===== config.mk =====
export PLATFORM = sky130hd
export DESIGN_NAME = fp16_mul_seq_flat
export DESIGN_NICKNAME = d
export VERILOG_FILES = /design/src/rtl/fp16_mul_seq_if.sv /design/src/rtl/fp16_mul_seq.sv /design/src/flat_wrapper.sv
export SDC_FILE = /design/constraint.sdc
export NUM_CORES = 1
export LEC_CHECK = 0
export CAP_MARGIN = 20
export CORE_UTILIZATION = 40
export CTS_BUF_LIST = sky130_fd_sc_hd__clkbuf_8
export DETAILED_ROUTE_END_ITERATION = 6
export PLACE_DENSITY = 0.6
export SYNTH_ARGS = -nofsm -noshare
export SYNTH_HDL_FRONTEND = slang
export SYNTH_SLANG_ARGS = --single-unit

===== constraint.sdc =====
create_clock -name clk -period 3.19 [get_ports clk]
set_clock_uncertainty 0.15 [all_clocks]
set_input_delay 0.638 -clock clk [delete_from_list [all_inputs] [get_ports clk]]
set_output_delay 0.638 -clock clk [all_outputs]
set_load 0.05 [all_outputs]

===== src/rtl/fp16_mul_seq_if.sv =====
// rtl/fp16_mul_seq_if.sv - start/operand/result bundle for the sequential binary16 multiplier.
interface fp16_mul_seq_if;
  logic        start;
  logic [15:0] a;
  logic [15:0] b;
  logic        busy;
  logic        done;
  logic [15:0] result;
  logic [2:0]  flags;

  modport master (output start, a, b, input busy, done, result, flags);
  modport slave  (input start, a, b, output busy, done, result, flags);
endinterface


===== src/rtl/fp16_mul_seq.sv =====
// rtl/fp16_mul_seq.sv - binary16 multiplier, 11-step shift-add, fixed 13-cycle latency.
// FP16_MUL_RNE_EN selects round-to-nearest-even; otherwise results are truncated.
module fp16_mul_seq (
  input  logic           clk,
  input  logic           reset_n,
  fp16_mul_seq_if.slave  bus
);
  typedef enum logic [1:0] {IDLE, MUL, NORM, OUT} state_t;
  typedef enum logic [1:0] {SP_NONE, SP_NAN, SP_INF, SP_ZERO} special_t;

  state_t          state_q, state_d;
  special_t        spec_q, spec_d;
  logic [3:0]      cnt_q, cnt_d;
  logic [21:0]     acc_q, acc_d;
  logic [21:0]     mcand_q, mcand_d;
  logic [10:0]     mplier_q, mplier_d;
  logic signed [6:0] esum_q, esum_d;
  logic            sign_q, sign_d;
  logic            busy_q, busy_d;
  logic            done_q, done_d;
  logic [15:0]     result_q, result_d;
  logic [2:0]      flags_q, flags_d;

  logic [4:0] ea, eb;
  logic [9:0] fa, fb;
  logic a_nan, b_nan, a_inf, b_inf, a_zero, b_zero;

  assign ea = bus.a[14:10];
  assign eb = bus.b[14:10];
  assign fa = bus.a[9:0];
  assign fb = bus.b[9:0];
  // Exponent field 0 covers subnormals too: they are flushed to zero.
  assign a_zero = (ea == 5'd0);
  assign b_zero = (eb == 5'd0);
  assign a_inf  = (ea == 5'h1f) && (fa == 10'd0);
  assign b_inf  = (eb == 5'h1f) && (fb == 10'd0);
  assign a_nan  = (ea == 5'h1f) && (fa != 10'd0);
  assign b_nan  = (eb == 5'h1f) && (fb != 10'd0);

  logic [9:0]        norm_frac;
  logic signed [6:0] norm_e;
  logic              guard, sticky, round_inc;
  logic [10:0]       frac_sum;
  logic signed [6:0] e_rnd;

  always_comb begin
    if (acc_q[21]) begin
      norm_frac = acc_q[20:11];
      norm_e    = esum_q + 7'sd1;
      guard     = acc_q[10];
      sticky    = |acc_q[9:0];
    end else begin
      norm_frac = acc_q[19:10];
      norm_e    = esum_q;
      guard     = acc_q[9];
      sticky    = |acc_q[8:0];
    end
  end

`ifdef FP16_MUL_RNE_EN
  assign round_inc = guard & (sticky | norm_frac[0]);
`else
  logic unused_round;
  assign unused_round = guard ^ sticky;
  assign round_inc    = 1'b0;
`endif

  // A carry out of the fraction leaves frac_sum[9:0] at zero, i.e. 1.0 at e+1.
  assign frac_sum = {1'b0, norm_frac} + {10'd0, round_inc};
  assign e_rnd    = frac_sum[10] ? norm_e + 7'sd1 : norm_e;

  always_comb begin
    state_d  = state_q;
    spec_d   = spec_q;
    cnt_d    = cnt_q;
    acc_d    = acc_q;
    mcand_d  = mcand_q;
    mplier_d = mplier_q;
    esum_d   = esum_q;
    sign_d   = sign_q;
    result_d = result_q;
    flags_d  = flags_q;
    case (state_q)
      IDLE: begin
        if (bus.start) begin
          state_d  = MUL;
          cnt_d    = 4'd0;
          acc_d    = 22'd0;
          mcand_d  = {11'd0, 1'b1, fa};
          mplier_d = {1'b1, fb};
          esum_d   = $signed({2'b00, ea}) + $signed({2'b00, eb}) - 7'sd15;
          sign_d   = bus.a[15] ^ bus.b[15];
          if (a_nan || b_nan || (a_inf && b_zero) || (b_inf && a_zero))
            spec_d = SP_NAN;
          else if (a_inf || b_inf)
            spec_d = SP_INF;
          else if (a_zero || b_zero)
            spec_d = SP_ZERO;
          else
            spec_d = SP_NONE;
        end
      end
      MUL: begin
        if (mplier_q[0])
          acc_d = acc_q + mcand_q;
        mcand_d  = mcand_q << 1;
        mplier_d = mplier_q >> 1;
        cnt_d    = cnt_q + 4'd1;
        if (cnt_q == 4'd10) begin
          cnt_d   = 4'd0;
          state_d = NORM;
        end
      end
      NORM: begin
        state_d = OUT;
        case (spec_q)
          SP_NAN:  begin result_d = 16'h7E00;                  flags_d = 3'b100; end
          SP_INF:  begin result_d = {sign_q, 5'h1f, 10'd0};    flags_d = 3'b000; end
          SP_ZERO: begin result_d = {sign_q, 15'd0};           flags_d = 3'b000; end
          default: begin
            if (e_rnd >= 7'sd31) begin
              result_d = {sign_q, 5'h1f, 10'd0};
              flags_d  = 3'b010;
            end else if (e_rnd <= 7'sd0) begin
              result_d = {sign_q, 15'd0};
              flags_d  = 3'b001;
            end else begin
              result_d = {sign_q, e_rnd[4:0], frac_sum[9:0]};
              flags_d  = 3'b000;
            end
          end
        endcase
      end
      default: state_d = IDLE;
    endcase
  end

  assign busy_d = (state_d != IDLE);
  assign done_d = (state_d == OUT);

  always_ff @(posedge clk or negedge reset_n) begin
    if (!reset_n) begin
      state_q  <= IDLE;
      spec_q   <= SP_NONE;
      cnt_q    <= 4'd0;
      acc_q    <= 22'd0;
      mcand_q  <= 22'd0;
      mplier_q <= 11'd0;
      esum_q   <= 7'sd0;
      sign_q   <= 1'b0;
      busy_q   <= 1'b0;
      done_q   <= 1'b0;
      result_q <= 16'h0000;
      flags_q  <= 3'b000;
    end else begin
      state_q  <= state_d;
      spec_q   <= spec_d;
      cnt_q    <= cnt_d;
      acc_q    <= acc_d;
      mcand_q  <= mcand_d;
      mplier_q <= mplier_d;
      esum_q   <= esum_d;
      sign_q   <= sign_d;
      busy_q   <= busy_d;
      done_q   <= done_d;
      result_q <= result_d;
      flags_q  <= flags_d;
    end
  end

  assign bus.busy   = busy_q;
  assign bus.done   = done_q;
  assign bus.result = result_q;
  assign bus.flags  = flags_q;
endmodule


===== src/flat_wrapper.sv =====
// flat-port wrapper written by rule: the top's interface ports become plain ports
module fp16_mul_seq_flat 
  (clk, reset_n, bus_start, bus_a, bus_b, bus_busy, bus_done, bus_result, bus_flags);
  fp16_mul_seq_if bus_i ();
  input  logic clk;
  input  logic reset_n;
  input wire logic [$bits(bus_i.start)-1:0] bus_start;
  input wire logic [$bits(bus_i.a)-1:0] bus_a;
  input wire logic [$bits(bus_i.b)-1:0] bus_b;
  output wire logic [$bits(bus_i.busy)-1:0] bus_busy;
  output wire logic [$bits(bus_i.done)-1:0] bus_done;
  output wire logic [$bits(bus_i.result)-1:0] bus_result;
  output wire logic [$bits(bus_i.flags)-1:0] bus_flags;
  assign bus_i.start = bus_start;
  assign bus_i.a = bus_a;
  assign bus_i.b = bus_b;
  assign bus_busy = bus_i.busy;
  assign bus_done = bus_i.done;
  assign bus_result = bus_i.result;
  assign bus_flags = bus_i.flags;
  fp16_mul_seq u_core (.clk(clk), .reset_n(reset_n), .bus(bus_i));
endmodule

# Yosys cells after proc, flatten, opt, wreduce, memory -nomap -nowiden
# Cells that the tools add are included.
op_classes:
  add_sub_neg: 5
  n_mul: 0
  n_div: 0
  n_lt_le_gt_ge: 2
  n_eq_ne: 11
  shift: 0
  mux: 24
  bitwise: 1
  n_reduce_logical: 24
ops:
  columns: ["cell", "n"]
  rows:
  - ["$pmux 22 s2", 2]
  - ["$mux 22", 3]
  - ["$pmux 16 s3", 1]
  - ["$mux 15", 2]
  - ["$add 22x22->22", 1]
  - ["$pmux 11 s2", 1]
  - ["$logic_not 10->1", 2]
  - ["$reduce_bool 10->1", 2]
  - ["$mux 11", 1]
  - ["$eq 5x5->1 const B", 2]
  - ["$logic_not 5->1", 2]
  - ["$mux 10", 1]
  - ["$mux 2", 5]
  - ["$eq 2x2->1 const B", 4]
  - ["$mux 4", 2]
  - ["$pmux 4 s2", 1]
  - ["$add 7x2->7 const B", 1]
  - ["$ge 7x6->1 const B", 1]
  - ["$le 7x1->1 const B", 1]
  - ["$mux 7", 1]
  - ["$sub 7x5->7 const B", 1]
  - ["$add 5x5->6", 1]
  - ["$logic_and 1x1->1", 6]
  - ["$pmux 2 s3", 1]
  - ["15 further kinds", 22]
word_totals:
  reg_bits: 92
  latch_bits: 0
  mem_bits_rw: 0
  mem_bits_ro: 0
  in_bits: 35
  out_inout_bits: 21
  elab_cells: 79
  mem_count: 0

# Logic depth before layout (Yosys ltp)
logic_depth:
  depth_word: 6
  mapped_depth: 10
  ltp_nobuf: 10

# Worst setup path before layout
# Ideal clock, no wire load.
synth_timing:
  kind: "flip-flop to flip-flop"
  startpoint: "reg u_core.mcand_q[0]"
  endpoint: "reg u_core.acc_q[16]"
  setup_time_ps: 122
  arrival_ps: 2198
  required_time_ps: 2918
  path_slack_ps: 720
  stages_incl_launch_ff: 11
  n_path_buf: 0
  path_cell_list: "dfrtp_1 ha_1 inv_1 fa_1 nor2b_4 o211ai_2 a21boi_1 or4_4 a21oi_1 mux2i_1 nand2_1"
synth_between:
  elab_chain_cells: 3
synth_rtl:
  columns: ["element", "line_no", "text"]
  rows:
  - ["from (decl)", "fp16_mul_seq.sv:15", "logic [21:0] mcand_q, mcand_d;"]
  - ["from (signal assigned)", "fp16_mul_seq.sv:160", "mcand_q <= mcand_d;"]
  - ["$add 22x22->22", "fp16_mul_seq.sv:105", "acc_d = acc_q + mcand_q;"]
  - ["$mux 22", "fp16_mul_seq.sv:104", "if (mplier_q[0])"]
  - ["$pmux 22 s2", "fp16_mul_seq.sv:83", "case (state_q)"]
  - ["to (signal assigned)", "fp16_mul_seq.sv:146", "acc_q <= 22'd0;"]
  - ["to (signal assigned)", "fp16_mul_seq.sv:159", "acc_q <= acc_d;"]
  - ["to (decl)", "fp16_mul_seq.sv:14", "logic [21:0] acc_q, acc_d;"]
# No other way between the ends. The select of a mux whose other input is x is not followed.
# A chain may end at the register's enable or synchronous reset.

# Final worst setup path
# Ends and elaborated chain as after synthesis.

==> results.md <==
### Routing
- count of unresolved DRC violations after routing: 0
- total number of vias: 4619
- detailed router's first-iteration violation count: 257
- drt first pass iters: 5
- wire length reported by the detailed router: 12710 um
- via count normalized by instance count: 5.402
- average detailed-routed wire length per instance: 14.86 um
- remaining antenna violation count after routing: 0

### Final layout
- area growth from synthesis to layout: 17.35%
- design area: 6447 um^2
- Final #Nets: 745
- share of post-route cells with drive strength above 1: 5.155%
- utilization after layout: 48.49%
- ant diodes: 0

### Synthesis
- part of the Yosys area used for sequential elements: 41.90%
- Main synth FF type: dfrtp_1
- average size of a mapped cell: 8.693 um^2
- count of state elements after synthesis: 92
- Ys Warns: 0
- FFs w/ async S/R, synth: 100.0%
- net count after synthesis: 703
- count of mapped cells out of synthesis: 632
- cell area after technology mapping: 5494 um^2
- count of cell types in the netlist: 56
- number of flops mapped to enable cells by yosys: 0

### Critical path
- stage delay of the slowest cell on the critical path: 0.52 ns
- Req. time, crit path: 3.31 ns
- number of buffer and inverter instances along the worst setup path: 1
- Crit Path Max Fanout: 4
- classification of the worst setup path: register to register
- Critical Path Start Type: register
- Reg2Reg Capture Point: u_core.acc_q[16]$_DFFE_PN0P_
- cells on worst reg2reg path: 10
- data arrival at the endpoint of the critical path: 2.92 ns
- critical register-to-register path startpoint: u_core.mcand_q[0]$_DFFE_PN0P_
- kind of end point of the critical path: register
- critical path's top delay family: compound AO/OA/AOI/OAI gates
- cell chain of the critical path: ha_1 > inv_1 > fa_1 > nor2b_4 > o211ai_2 > a21boi_1 > or4_4 > a21oi_1 > mux2i_1 > nand2_1
- R2R setup slack: 0.39 ns
- Critical-path top delay cell: or4_4

### Global routing
- largest net degree at the start of global routing: 55
- GRT Resource Usage Total: 19.28%
- number of global-route vias before repair: 4478
- total gr overflow: 0
- global-route wire length before repair: 21930 um
- antenna violations before repair: 0

### Worst hold path
- worst min path class: input pin to async pin

### CTS
- number of levels the H-tree was split into: 3
- post-cts gate resize count: 0
- clock root buffer: clkbuf_8
- number of buffers added to fix hold violations after cts: 0
- clock sinks: 92
- later-pin clock latency in the skew report: 0.38 ns
- CTS clk-pin slew, worst paths: 0.09 ns
- Post-CTS Setup Inserts: 0
- clock tree from TritonCTS: done
- CTS buffer count: 9
- maximum buffer depth of the clock tree: 2

### STA
- Setup violations, final: 0
- Final Max Slew Viols: 0
- slew margin rel.: 36.41%
- final critical-path share of the clock period: 87.72%
- Hold Violations, Final: 0
- minimum clock period after layout: 2.798 ns
- slew at the pin with the worst max-slew slack: 0.9539 ns
- setup repair after global routing missed its margin: false
- hold slack: 0.1584 ns
- maximum clock frequency: 0.3574 GHz
- Setup TNS Final: 0 ns

### Pwr
- sequential power share: 31.7%
- leakage power summed over all cells: 2.872 nW
- power dissipated by switching net loads: 3.008 mW
- worst supply voltage drop on vdd: 0.4697 mV
- post-route total power: 6.596 mW
- logic gate share of total power: 55.6%
- Power Dens Cells: 1023 nW/um^2
- Sw Share: 45.60%
- internal power consumption: 3.588 mW
- proportion of power drawn by the clock network: 12.7%

### Floorplanning
- Die Area: 14210 um^2
- vertical die dimension: 119.2 um
- Starting Density: 41.32%
- Core Rows: 42
- Top-Level Pins: 56
- total core area: 13300 um^2
- die outline width: 119.2 um

### Place
- routability congestion estimate from global placement: 0.8992
- DP Wirelength: 9437 um
- post-detailed-placement cell area: 6235 um^2
- number of port buffers: 55

### Job
- max cap viols: 0

### Outcome
- status: completed

[final cells by class]
type | count | area, um^2
fillers | 1278 | 6848
multi-input cells | 489 | 3000
flip-flops and latches | 92 | 2302
repair buffers | 65 | 648.1
well taps | 176 | 220.2
clock buffers | 12 | 165.2
inverters | 17 | 63.81
clock inverters | 4 | 47.55
[cells in the final DEF, fill, tap and decap left out, types with 5 or more instances in the layout]
cell type,instances
a211oi_1,6
a21o_1,11
a21oi_1,25
a31oi_1,23
and3_1,6
buf_4,9
clkbuf_8,12
clkdlybuf4s50_1,54
dfrtp_1,92
ha_1,34
inv_1,18
mux2i_1,15
nand2_1,129
nand2b_1,6
nand3_1,19
nor2_1,47
nor3_1,7
nor4_1,6
o21ai_0,58
o31ai_1,5
xnor2_1,16
xor2_1,12
[cells by family after synthesis]
group | count (synthesis) | share of synthesized area, %
adders and majority gates | 36 | 8.472
muxes | 15 | 2.733
and+or+nand+nor | 247 | 20.18
xor gates and xnor gates | 28 | 4.464
AOI/OAI and AO/OA | 163 | 18.72
buffers and inverters | 51 | 3.530
DFF | 92 | 41.90
[state kept, by name, indices dropped and copies added, names as in the netlist]
| register | cells |
|---|---|
| u_core.spec_q | 2 |
| u_core.cnt_q | 4 |
| u_core.sign_q | 1 |
| u_core.bus.busy | 1 |
| u_core.bus.result | 16 |
| u_core.bus.done | 1 |
| u_core.state_q | 2 |
| u_core.esum_q | 7 |
| u_core.bus.flags | 3 |
| u_core.mplier_q | 11 |
| u_core.acc_q | 22 |
| u_core.mcand_q | 22 |
[worst max-delay path by stage]
stage	startpoint	end	slack, ns	depth (start not counted)
6_report	u_core.mcand_q[0]$_DFFE_PN0P_	u_core.acc_q[16]$_DFFE_PN0P_	0.39	10
5_1_grt	u_core.mcand_q[0]$_DFFE_PN0P_	u_core.acc_q[12]$_DFFE_PN0P_	0.24	10
4_1_cts	u_core.mcand_q[0]$_DFFE_PN0P_	u_core.acc_q[16]$_DFFE_PN0P_	0.42	10
3_5_place_dp	bus_b[10]	u_core.esum_q[5]$_DFFE_PN0P_	0.23	11
3_3_place_gp	bus_b[10]	u_core.esum_q[5]$_DFFE_PN0P_	0.35	11
2_1_floorplan	u_core.mcand_q[0]$_DFFE_PN0P_	u_core.acc_q[16]$_DFFE_PN0P_	0.72	10
[power groups by stage]
| stage | Clock (mW) | Combinational [mW] | Sequential (mW) |
|---|---|---|---|
| 4_1_cts | 0.870 | 3.67 | 2.09 |
| 3_3_place_gp | 0 | 3.59 | 2.09 |
| 6_report | 0.837 | 3.67 | 2.09 |
| 2_1_floorplan | 0 | 2.72 | 2.11 |
| 3_5_place_dp | 0 | 3.65 | 2.11 |
| 5_1_grt | 0.918 | 4.14 | 2.16 |
[layer usage]
layer,up-vias,global-route usage (%),wire length (um)
met3,27,3.736,447
li1,2320,-,-
met1,2177,25.46,6029
met4,0,7.753,312
met5,-,0,0
met2,95,31.00,5919
[synth_stat cells (2+ instances only)]
library cell  number  share of area (%)
and2_1             4               0.46
nor2b_1            2               0.23
o211ai_1           4               0.55
nand2b_1           7               0.80
buf_2              2               0.18
o41ai_1            2               0.32
nor3_1             7               0.64
o22ai_1            2               0.23
nand3_1           19                1.7
xnor2_1           16                2.6
o21ai_0           58                5.3
nor4_1             6               0.68
xor2_1            12                1.9
ha_1              34                7.7
a22o_1             2               0.32
or4_1              2               0.27
nand4_1            4               0.46
mux2i_1           15                2.7
o31ai_1            5               0.68
or2_2              2               0.23
nor2_1            47                3.2
o21bai_1           2               0.27
and3_1             6               0.68
o311ai_0           4               0.64
a32o_1             3               0.55
nand2_1          129                8.8
fa_1               2               0.73
and4_1             3               0.48
a32oi_1            2               0.32
a211oi_1           6               0.82
inv_1             17                1.2
a21o_1            11                1.5
clkbuf_1          31                2.1
nor3b_1            3               0.41
o31a_1             3               0.48
a31oi_1           23                2.6
a21oi_1           25                2.3
dfrtp_1           92                 42
[through the flow]
stage               cells  setup slack [ns]
floorplan             632            0.7198
global placement      839            0.3519
detailed placement    839            0.2315
CTS                   855            0.4177
global route          855            0.2406
finish                855            0.3918
No activity file was read; power rests on OpenSTA's default activity.
